$ cat src/rtl/bin_bcd_conv_param.sv
// Iterative binary-to-BCD converter (shift-and-add-3), one input bit per clock.
// Latency: done pulses BIN_W cycles after the edge that accepts start.
// Backpressure: none; start is ignored while busy, and a start held during done is accepted next edge.
//
// Ports:
//   clk        rising-edge clock
//   reset      asynchronous, active-low reset
//   start      conversion request, sampled only while idle
//   binary_in  value to convert, captured with start
//   bcd_out    DIGITS packed BCD digits, digit 0 in [3:0]
//   busy       conversion in progress
//   done       one-cycle pulse when bcd_out/ovf/sign update
//   ovf        value exceeded 10^DIGITS-1 (bcd_out holds it modulo 10^DIGITS)
//   sign       negative input; only driven when BCD_SIGNED_EN is defined, else tied 0
//
// Optional build macro: BCD_SIGNED_EN -- treat binary_in as two's complement and
// convert its magnitude, latching the sign alongside the result.
module bin_bcd_conv_param #(
    parameter int BIN_W  = 16,
    parameter int DIGITS = 5
) (
    input  logic                  clk,
    input  logic                  reset,
    input  logic                  start,
    input  logic [BIN_W-1:0]      binary_in,
    output logic [4*DIGITS-1:0]   bcd_out,
    output logic                  busy,
    output logic                  done,
    output logic                  ovf,
    output logic                  sign
);

    localparam int BCD_W = 4 * DIGITS;
    localparam int SR_W  = BCD_W + BIN_W;
    localparam int CNT_W = $clog2(BIN_W + 1);

    typedef enum logic {
        IDLE = 1'b0,
        CONV = 1'b1
    } state_t;

    state_t             state_q, state_d;
    logic [SR_W-1:0]    sr_q, sr_d;
    logic [CNT_W-1:0]   cnt_q, cnt_d;
    logic               ovf_acc_q, ovf_acc_d;
    logic [BCD_W-1:0]   bcd_q, bcd_d;
    logic               ovf_q, ovf_d;
    logic               done_q, done_d;

    logic [BIN_W-1:0]   mag;
    logic [SR_W-1:0]    sr_adj;
    logic [SR_W-1:0]    sr_shl;
    logic               top_bit;

`ifdef BCD_SIGNED_EN
    logic neg_q, neg_d;
    logic sign_q, sign_d;
    logic neg_in;

    // Negation is taken modulo 2^BIN_W, so the most negative input maps to
    // 2^(BIN_W-1), which is exactly its unsigned magnitude.
    assign neg_in = binary_in[BIN_W-1];
    assign mag    = neg_in ? (~binary_in + {{(BIN_W-1){1'b0}}, 1'b1}) : binary_in;
`else
    assign mag    = binary_in;
`endif

    // Add-3 correction on the BCD nibbles only; the binary part is untouched.
    always_comb begin
        sr_adj = sr_q;
        for (int i = 0; i < DIGITS; i++) begin
            if (sr_q[BIN_W+4*i +: 4] >= 4'd5) begin
                sr_adj[BIN_W+4*i +: 4] = sr_q[BIN_W+4*i +: 4] + 4'd3;
            end
        end
    end

    assign sr_shl  = {sr_adj[SR_W-2:0], 1'b0};
    // A 1 leaving the top digit is a decimal carry that has no digit to land in.
    assign top_bit = sr_adj[SR_W-1];

    always_comb begin
        state_d   = state_q;
        sr_d      = sr_q;
        cnt_d     = cnt_q;
        ovf_acc_d = ovf_acc_q;
        bcd_d     = bcd_q;
        ovf_d     = ovf_q;
        done_d    = 1'b0;
`ifdef BCD_SIGNED_EN
        neg_d     = neg_q;
        sign_d    = sign_q;
`endif
        case (state_q)
            IDLE: begin
                if (start) begin
                    sr_d      = {{BCD_W{1'b0}}, mag};
                    cnt_d     = CNT_W'(BIN_W);
                    ovf_acc_d = 1'b0;
`ifdef BCD_SIGNED_EN
                    neg_d     = neg_in;
`endif
                    state_d   = CONV;
                end
            end
            CONV: begin
                sr_d      = sr_shl;
                cnt_d     = cnt_q - CNT_W'(1);
                ovf_acc_d = ovf_acc_q | top_bit;
                if (cnt_q == CNT_W'(1)) begin
                    bcd_d   = sr_shl[SR_W-1 -: BCD_W];
                    ovf_d   = ovf_acc_q | top_bit;
`ifdef BCD_SIGNED_EN
                    sign_d  = neg_q;
`endif
                    done_d  = 1'b1;
                    state_d = IDLE;
                end
            end
            default: state_d = IDLE;
        endcase
    end

    always_ff @(posedge clk or negedge reset) begin
        if (!reset) begin
            state_q   <= IDLE;
            sr_q      <= '0;
            cnt_q     <= '0;
            ovf_acc_q <= 1'b0;
            bcd_q     <= '0;
            ovf_q     <= 1'b0;
            done_q    <= 1'b0;
        end else begin
            state_q   <= state_d;
            sr_q      <= sr_d;
            cnt_q     <= cnt_d;
            ovf_acc_q <= ovf_acc_d;
            bcd_q     <= bcd_d;
            ovf_q     <= ovf_d;
            done_q    <= done_d;
        end
    end

`ifdef BCD_SIGNED_EN
    always_ff @(posedge clk or negedge reset) begin
        if (!reset) begin
            neg_q  <= 1'b0;
            sign_q <= 1'b0;
        end else begin
            neg_q  <= neg_d;
            sign_q <= sign_d;
        end
    end

    assign sign = sign_q;
`else
    assign sign = 1'b0;
`endif

    assign bcd_out = bcd_q;
    assign busy    = (state_q == CONV);
    assign done    = done_q;
    assign ovf     = ovf_q;

endmodule
$ cat config.mk
export PLATFORM = sky130hd
export DESIGN_NAME = bin_bcd_conv_param
export DESIGN_NICKNAME = d
export VERILOG_FILES = /design/src/rtl/bin_bcd_conv_param.sv
export SDC_FILE = /design/constraint.sdc
export NUM_CORES = 1
export LEC_CHECK = 0
export ABC_AREA = 0
export CORE_MARGIN = 2
export CORE_UTILIZATION = 55
export DETAILED_ROUTE_END_ITERATION = 10
export HOLD_SLACK_MARGIN = 0.05
export PLACE_DENSITY_LB_ADDON = 0.25
export SLEW_MARGIN = 10
export SYNTH_ARGS = -nofsm -noshare
export SYNTH_HDL_FRONTEND = slang
export SYNTH_SLANG_ARGS = --single-unit
$ cat constraint.sdc
create_clock -name clk -period 1.7 [get_ports clk]
set_input_delay 0.34 -clock clk [delete_from_list [all_inputs] [get_ports clk]]
set_output_delay 0.34 -clock clk [all_outputs]
set_load 0.02 [all_outputs]
==> results of run 1 <==
cells by family after synthesis:
group           after synthesis  synth area share, %
compound gates               64                 11.5
xor+xnor                      8                 2.21
fa+ha+maj                    12                 4.73
buf+inv                      30                 4.81
flops                        65                 51.2
mux                          41                 13.4
other cells                   1                0.118
simple gates                 77                 12.0
synthesized netlist by cell type, types with 4 or more instances:
cell type and number:
o21ai_0 31, nand2b_1 7, mux2i_1 32, o21ai_1 6, a21o_1 6, nor3b_1 13
nand2_1 45, dfrtp_1 65, ha_1 12, buf_2 8, xnor2_1 5, mux2_2 8
a21oi_1 12, inv_1 13, a21oi_2 4, buf_4 4, nor2_1 4
metal layers:
layer	vias to the layer above	GRT usage (%)
li1	1099	-
met1	1071	28.6
met2	31	32.4
met3	5	3.51
met4	0	8.64
met5	-	0
cell usage in the layout (no fill, tap or decap), types with 3 or more instances in the layout:
cell / instances
dfrtp_1: 64
nand2_1: 45
clkdlybuf4s50_1: 39
mux2i_1: 32
o21ai_0: 31
inv_1: 13
nor3b_1: 13
a21oi_1: 12
ha_1: 11
clkbuf_8: 9
mux2_2: 8
nand2b_1: 7
a21o_1: 6
o21ai_1: 6
buf_4: 6
xnor2_1: 5
nor2_1: 4
a21oi_2: 4
a22o_1: 3
nor3_1: 3
xor2_1: 3
through the flow:
step	cell area, sq um	util [%]
2_1_floorplan	3180	-
3_3_place_gp	3660	66.0
3_5_place_dp	3660	66.0
4_1_cts	3810	68.7
5_1_grt	3810	68.8
6_report	3810	68.8
sequential cells by signal, indices dropped and copies added, names as in the netlist:
| signal | count |
|---|---|
| bcd_out | 20 |
| busy | 1 |
| cnt_q | 5 |
| done | 1 |
| ovf | 1 |
| ovf_acc_q | 1 |
| sr_q | 36 |
cell type report:
class	instances	area share [%]
Sequential cell	65	42.7
Multi-Input combinational cell	203	36.7
Timing Repair Buffer	50	13.1
Clock buffer	11	3.45
Tap cell	72	2.36
Inverter	14	1.38
Clock inverter	2	0.263
path summary, 6_finish.rpt:
check	from	endpoint	slack [ns]
max	bcd_out[0]$_DFFE_PN0P_	bcd_out[0]	0.06
min	bcd_out[8]$_DFFE_PN0P_	bcd_out[8]$_DFFE_PN0P_	0.48
max reg2reg	sr_q[32]$_DFFE_PN0P_	bcd_out[18]$_DFFE_PN0P_	0.08
min reg2reg	bcd_out[8]$_DFFE_PN0P_	bcd_out[8]$_DFFE_PN0P_	0.48
max in group asynchronous	reset	busy$_DFF_PN0_	0.86
min in group asynchronous	reset	bcd_out[0]$_DFFE_PN0P_	0.57
power by group:
| part | switching (W) | internal (W) | leakage, nW | total, W |
|---|---|---|---|---|
| clock network | 0.000518 | 0.000501 | 0.0749 | 0.00102 |
| logic | 0.00160 | 0.00155 | 0.925 | 0.00315 |
| registers | 0.000516 | 0.00221 | 0.822 | 0.00272 |
timing repair:
action                                 CTS  global route
setup endpoints to repair                1             3
endpoints found under the hold margin   62             0
hold buffers                             1             0
cloned                                   0             0
gates resized for setup                  1             1
pin swaps                                0             0
==> flow_metrics.py, run 1 <==
metrics = {
    "status": {
        "status": "completed",
    },
    "sta": {
        "tns_ns": 0,
        "fin_worst_hold_slack_ns": 0.481,
        "finalCritPeriodShare_pct": 96.7,
        "clock.fmax_ghz": 0.608,
        "skew_ns": 0.0111,
        "final-max-slew-violation-count": 0,
        "fin_crit_ns": 1.64,
        "finalHoldViolCount": 0,
        "setup_ws_ns": 0.0565,
        "setup_viol": 0,
    },
    "yosys": {
        "async_flop_share_pct": 100,
        "syn_avg_cell_area_sq_um": 10.7,
        "synth_top_cell_by_area": "dfrtp_1",
        "ys_seq_area_share_pct": 51.2,
        "yosysUniqueCellTypes": 31,
        "synth_ff_type": "dfrtp_1",
        "synth_edf_count": 0,
        "synthCells": 298,
        "syn_nets": 329,
        "ys.warnings.count": 0,
        "synth_area_leaders": "dfrtp_1 (51%), mux2i_1 (10%), nand2_1 (5.3%), o21ai_0 (4.9%), ha_1 (4.7%)",
        "yosys_register_bits": 65,
        "synth_top_area_share_pct": 51.2,
        "syn_area_sq_um": 3180,
    },
    "setup_path": {
        "worstPathRequired_ns": 1.36,
        "cp_slowest_stage_delay_ns": 0.63,
        "crit_cells": 1,
        "path_cells": "clkdlybuf4s50_1",
        "cp-end-kind": "output pin",
        "crit_family": "buffers and inverters",
        "crit_path_max_fanout": 2,
        "reg2regPathDepth": 5,
        "cp-start-kind": "flop",
        "cp.arrival_ns": 1.30,
        "crit_buf_inv": 1,
        "cp_slowest_cell": "clkdlybuf4s50_1",
        "path_class": "reg -> out",
    },
    "global_route": {
        "grt_usage_pct": 20.7,
        "antenna_found_initial": 0,
        "grt_pass1_wl_um": 10100,
        "grt_max_degree": 66,
        "overflow": 0,
        "grt_pass1_vias": 2151,
    },
    "pwr": {
        "cellLeakagePower_nw": 1.82,
        "ir_drop_uv": 1020,
        "total_power_w": 0.00689,
        "power.density_nw_per_um2": 1810,
    },
    "placed_design": {
        "dpl.cell_count": 403,
        "place_ws_ns": 0.107,
        "place_hpwl_um": 4040,
        "numPortBuffers": 41,
        "gp_congestion": 0.855,
    },
    "route": {
        "wl_per_cell_um": 13.9,
        "drc": 0,
        "met2WireLength_um": 2840,
        "avgViaCountPerCell": 5.29,
        "antenna_left": 0,
        "routed_wl_um": 5810,
        "drt_iter0_drc": 91,
        "wl_met1_um": 2780,
        "vias": 2206,
        "dr.pass1.iters": 4,
        "met3_length_um": 136,
        "routed.top_layer": "met4",
    },
    "floorplanning": {
        "die_h_um": 80.0,
        "start_util_pct": 57.3,
        "die-area_sq_um": 6400,
        "coreArea_sq_um": 5540,
        "fp.dieW_um": 80.0,
        "rows": 27,
        "ioPinCount": 43,
    },
    "clock_network": {
        "clk-insertion-delay-late_ns": 0.32,
        "clockBufferDepth": 2,
        "cts_setup_buffers": 0,
        "htreeDepth": 3,
        "cts.sinks": 65,
        "cts_root_buf": "clkbuf_8",
        "tritoncts": "yes",
        "cts_buffers": 9,
        "clk_pin_slew_ns": 0.07,
    },
    "final_layout": {
        "layout-drive-gt1-share_pct": 11.0,
        "diodes": 0,
        "area_growth_pct": 20.0,
        "nNetsFinal": 374,
        "nFillCells": 446,
        "multi_input_area_sq_um": 1400,
        "seq_area_sq_um": 1630,
        "instances_no_fill": 417,
    },
    "worst_hold_path": {
        "hold_depth": 2,
        "hold_class": "reg -> reg",
    },
    "flow_run": {
        "maxCapViolCount": 0,
    },
}
(Power assumes the default switching activity.)
==> inputs of run 2 (changes only) <==
- CORE_UTILIZATION: 55 -> 57
- CTS_BUF_LIST: default -> sky130_fd_sc_hd__clkbuf_4
==> flow_metrics.py, run 2 (same netlist as run 1, synthesis figures left out) <==
metrics = {
    "status": {
        "status": "completed",
    },
    "route": {
        "vias": 2211,
        "antenna_left": 0,
        "routed_wl_um": 5780,
        "avgViaCountPerCell": 5.26,
        "drc": 0,
        "dr.pass1.iters": 4,
        "wl_per_cell_um": 13.8,
        "drt_iter0_drc": 121,
    },
    "placed_design": {
        "place_ws_ns": 0.0709,
        "post_dp_cell_area_sq_um": 3670,
        "numPortBuffers": 41,
        "gp_congestion": 0.779,
        "place_hpwl_um": 3940,
    },
    "setup_path": {
        "cp-end-kind": "flop",
        "path_class": "reg -> reg",
        "crit_path_max_fanout": 5,
        "worstPathRequired_ns": 2.03,
        "cp-start-kind": "flop",
        "cp.arrival_ns": 1.92,
    },
    "final_layout": {
        "area_growth_pct": 20.1,
        "mostFrequentLayoutCells": "dfrtp_1 (64), nand2_1 (45), mux2i_1 (32)",
        "largest_register_ffs": 36,
        "diodes": 0,
        "nNetsFinal": 374,
        "nFillCells": 425,
        "final_area_sq_um": 3810,
        "largest_register": "sr_q",
        "layout-drive-gt1-share_pct": 12.1,
        "layout_commonest_cell": "dfrtp_1",
    },
    "clock_network": {
        "clk-insertion-delay-late_ns": 0.40,
        "cts.sinks": 65,
        "cts_root_buf": "clkbuf_4",
        "tritoncts": "yes",
        "cts_buffers": 9,
        "clk_pin_slew_ns": 0.10,
        "htreeDepth": 3,
        "cts_setup_buffers": 0,
        "clockBufferDepth": 2,
    },
    "global_route": {
        "grt_usage_pct": 21.1,
        "grt_max_degree": 66,
        "grt_pass1_wl_um": 10000,
        "antenna_found_initial": 0,
        "grt_pass1_vias": 2176,
        "overflow": 0,
    },
    "pwr": {
        "cellLeakagePower_nw": 1.91,
        "total_power_w": 0.00693,
        "ir_drop_uv": 1000,
        "power.density_nw_per_um2": 1820,
    },
    "floorplanning": {
        "ioPinCount": 43,
        "start_util_pct": 58.4,
        "fp.dieW_um": 78.6,
        "coreArea_sq_um": 5440,
        "rows": 27,
        "die-area_sq_um": 6180,
        "die_h_um": 78.6,
    },
    "worst_hold_path": {
        "hold_class": "reg -> reg",
    },
    "sta": {
        "fin_crit_ns": 1.60,
        "grt_setup_unrepaired": "no",
        "clock.fmax_ghz": 0.627,
        "setup_ws_ns": 0.104,
        "final-max-slew-violation-count": 0,
        "fin_worst_hold_slack_ns": 0.478,
        "finalCritPeriodShare_pct": 93.9,
        "setup_viol": 0,
        "finalHoldViolCount": 0,
        "tns_ns": 0,
        "skew_ns": 0.0109,
    },
    "flow_run": {
        "maxCapViolCount": 0,
    },
}
## run 2: changes by cell type in the layout (fill, tap and decap cells not counted), moves of 2 or more
cell / delta
clkbuf_4: +12
clkinv_1: +2
clkinv_2: -2
dlygate4sd2_1: +22
clkdlybuf4s50_1: -22
bufinv_16: +2
clkbuf_8: -9
clkbuf_1: -2
## run 2: metal layers
| metal | track usage [%] | wire length [um] | vias up |
|---|---|---|---|
| li1 | - | - | 1109 |
| met2 | 33.3 | 2750 | 40 |
| met4 | 8.42 | 70 | 0 |
| met3 | 5.29 | 213 | 8 |
| met1 | 27.9 | 2740 | 1054 |
| met5 | 0 | 0 | - |
## run 2: per-stage QoR
| step | instances | utilization, % |
|---|---|---|
| floorplan | 298 | - |
| global placement | 403 | 67.5 |
| detailed placement | 403 | 67.5 |
| CTS | 420 | 70.0 |
| global route | 420 | 70.1 |
| finish | 420 | 70.1 |
## run 2: layout make-up
cell class | instances | area [sq um] | share of cell area, %
Sequential cell | 65 | 1630 | 42.7
Inverter | 14 | 52.6 | 1.38
Clock buffer | 12 | 90.1 | 2.36
Tap cell | 72 | 90.1 | 2.36
Clock inverter | 4 | 67.6 | 1.77
Multi-Input combinational cell | 203 | 1400 | 36.8
Timing Repair Buffer | 50 | 484 | 12.7
## run 2: timing repair
| item | CTS | global route |
|---|---|---|
| setup endpoints to repair | 23 | 2 |
| hold buffers | 1 | 0 |
| gates resized for setup | 23 | 2 |
| endpoints found under the hold margin | 65 | 0 |
## run 2: final timing paths
kind                                           endpoint              startpoint  slack (ns)  depth (start not counted)
worst min register to register   bcd_out[9]$_DFFE_PN0P_  bcd_out[9]$_DFFE_PN0P_        0.48                          2
worst max-delay path               sr_q[30]$_DFFE_PN0P_    sr_q[29]$_DFFE_PN0P_        0.10                          6
min in group asynchronous       bcd_out[12]$_DFFE_PN0P_                   reset        0.49                          3
worst max register to register     sr_q[30]$_DFFE_PN0P_    sr_q[29]$_DFFE_PN0P_        0.10                          6
worst min-delay path             bcd_out[9]$_DFFE_PN0P_  bcd_out[9]$_DFFE_PN0P_        0.48                          2
max in group asynchronous                busy$_DFF_PN0_                   reset        0.92                          3
## run 2: critical path: stages, from the launching register on
cell and delay [ns]:
dfrtp_1 0.42, inv_1 0.12, ha_2 0.23, nand2b_1 0.10, a21oi_2 0.17, mux2_2 0.37, mux2i_1 0.14
## run 2: report_power, final
part           internal (W)  switching, W
registers           0.00220      0.000491
logic               0.00144       0.00163
clock network      0.000639      0.000522
==> inputs of run 3 (changes only) <==
- CELL_PAD_IN_SITES_DETAIL_PLACEMENT: default -> 1
- CELL_PAD_IN_SITES_GLOBAL_PLACEMENT: default -> 1
- CORE_MARGIN: 2 -> 1.5
- CORE_UTILIZATION: 57 -> 45
- GPL_TIMING_DRIVEN: default -> 0
==> flow_metrics.py, run 3 (same netlist as run 1, synthesis figures left out) <==
metrics = {
    "final_layout": {
        "multi_input_area_sq_um": 1420,
        "largest_register": "sr_q",
        "layout-drive-gt1-share_pct": 14.6,
        "seq_area_sq_um": 1630,
        "diodes": 0,
        "instances_no_fill": 452,
        "area_growth_pct": 21.4,
        "nNetsFinal": 383,
        "mostFrequentLayoutCells": "dfrtp_1 (64), nand2_1 (45), mux2i_1 (31), o21ai_0 (31), dlygate4sd2_1 (23)",
        "layout_commonest_cell": "dfrtp_1",
        "fin_util_pct": 56.7,
        "largest_register_ffs": 36,
        "nFillCells": 753,
    },
    "pwr": {
        "internal-power_w": 0.00413,
        "cellLeakagePower_nw": 1.91,
        "power.density_nw_per_um2": 1810,
        "total_power_w": 0.00697,
        "clockPowerShare_pct": 14.3,
        "seq_power_share_pct": 39.1,
        "p_sw_w": 0.00284,
        "swShare_pct": 40.8,
        "p_comb_share_pct": 46.6,
        "ir_drop_uv": 951,
    },
    "sta": {
        "setup_viol": 0,
        "skew_ns": 0.00565,
        "worst_slew_pin_slew_ns": 0.592,
        "clock.fmax_ghz": 0.623,
        "grt_setup_unrepaired": "no",
        "fin_crit_ns": 1.61,
        "finalCritPeriodShare_pct": 94.4,
        "setup_ws_ns": 0.0949,
        "finalHoldViolCount": 0,
        "slew_headroom_pct": 60.5,
        "final-max-slew-violation-count": 0,
    },
    "floorplanning": {
        "start_util_pct": 46.7,
        "ioPinCount": 43,
        "die-area_sq_um": 7570,
        "fp.dieW_um": 87.0,
        "rows": 30,
        "coreArea_sq_um": 6790,
        "die_h_um": 87.0,
    },
    "clock_network": {
        "cts.sinks": 65,
        "tritoncts": "yes",
        "clk_pin_slew_ns": 0.10,
        "clockBufferDepth": 2,
        "htreeDepth": 3,
        "cts_buffers": 9,
        "cts_root_buf": "clkbuf_4",
        "clk-insertion-delay-late_ns": 0.41,
    },
    "setup_path": {
        "path_class": "reg -> reg",
        "cp-end-kind": "flop",
        "cp_slowest_cell": "dfrtp_1",
        "cp_slowest_stage_delay_ns": 0.44,
        "crit_family": "multiplexers",
        "cp-start-kind": "flop",
        "path_cells": "inv_2, ha_4, nand2b_1, a21oi_2, mux2_2, mux2i_1",
        "cp.arrival_ns": 1.93,
        "crit_path_max_fanout": 5,
        "worstPathRequired_ns": 2.03,
        "crit_buf_inv": 1,
    },
    "global_route": {
        "grt_pass1_wl_um": 12400,
        "grt_max_degree": 51,
        "grt_usage_pct": 21.7,
        "grt_pass1_vias": 2517,
        "antenna_found_initial": 0,
        "overflow": 0,
    },
    "route": {
        "wl_per_cell_um": 16.4,
        "avgViaCountPerCell": 5.21,
        "vias": 2356,
        "drt_iter0_drc": 59,
        "drc": 0,
        "dr.pass1.iters": 4,
        "antenna_left": 0,
        "routed_wl_um": 7390,
    },
    "worst_hold_path": {
        "hold_class": "in -> async",
    },
    "flow_run": {
        "maxCapViolCount": 0,
    },
    "placed_design": {
        "dpl.cell_count": 435,
        "place_ws_ns": -0.0250,
        "place_hpwl_um": 5250,
        "gp_congestion": 0.798,
        "numPortBuffers": 40,
    },
    "status": {
        "status": "completed",
    },
}
[run 3: path summary, 6_finish.rpt]
path | startpoint | to | slack, ns | depth (start not counted)
worst max-delay path | sr_q[28]$_DFFE_PN0P_ | sr_q[30]$_DFFE_PN0P_ | 0.09 | 6
worst min-delay path | reset | bcd_out[13]$_DFFE_PN0P_ | 0.32 | 2
worst max register to register | sr_q[28]$_DFFE_PN0P_ | sr_q[30]$_DFFE_PN0P_ | 0.09 | 6
worst min register to register | bcd_out[9]$_DFFE_PN0P_ | bcd_out[9]$_DFFE_PN0P_ | 0.49 | 2
max in group asynchronous | reset | cnt_q[2]$_DFFE_PN0P_ | 0.86 | 3
min in group clk | start | sr_q[2]$_DFFE_PN0P_ | 0.35 | 3
[run 3: power by group through the flow]
stage	Combinational [W]	Clock, W	Sequential (W)
finish	0.00325	0.000995	0.00273
global placement	0.00315	0	0.00270
global route	0.00364	0.00108	0.00281
detailed placement	0.00334	0	0.00276
CTS	0.00322	0.00103	0.00273
floorplan	0.00204	0	0.00288
[run 3: repair_timing]
item | in CTS | in global routing
pin swaps | 0 | 2
resized for setup | 25 | 5
endpoints found under the hold margin | 15 | 0
setup endpoints to repair | 24 | 5
hold buffers | 1 | 0
buffers inserted | 0 | 1
[run 3: worst register-to-register path: stages (launching register included)]
cell and delay (ns):
dfrtp_1 0.44, inv_2 0.11, ha_4 0.17, nand2b_1 0.09, a21oi_2 0.17, mux2_2 0.36
mux2i_1 0.18
[run 3: per-layer routing]
layer  global-route usage [%]  vias up  wire length [um]
li1                         -     1124                 -
met1                     27.4     1186              3330
met2                     36.3       34              3700
met3                     4.74       12               216
met4                     8.80        0               151
met5                        0        -                 0
[run 3: through the flow]
step | setup TNS, ns | instance area (sq um) | hold WS [ns]
floorplan | 0 | 3180 | 0.0444
global route | 0 | 3850 | 0.324
CTS | 0 | 3830 | 0.309
finish | 0 | 3850 | 0.319
detailed placement | -0.0250 | 3720 | 0.219
global placement | -124.43 | 3700 | 0.461
[run 3: final cells by class]
cell class	instances	area share, %
Clock inverter	5	1.23
Clock buffer	10	1.95
Sequential cell	65	42.2
Timing Repair Buffer	43	10.7
Multi-Input combinational cell	203	36.8
Tap cell	96	3.12
Buffer	16	2.60
Inverter	14	1.36
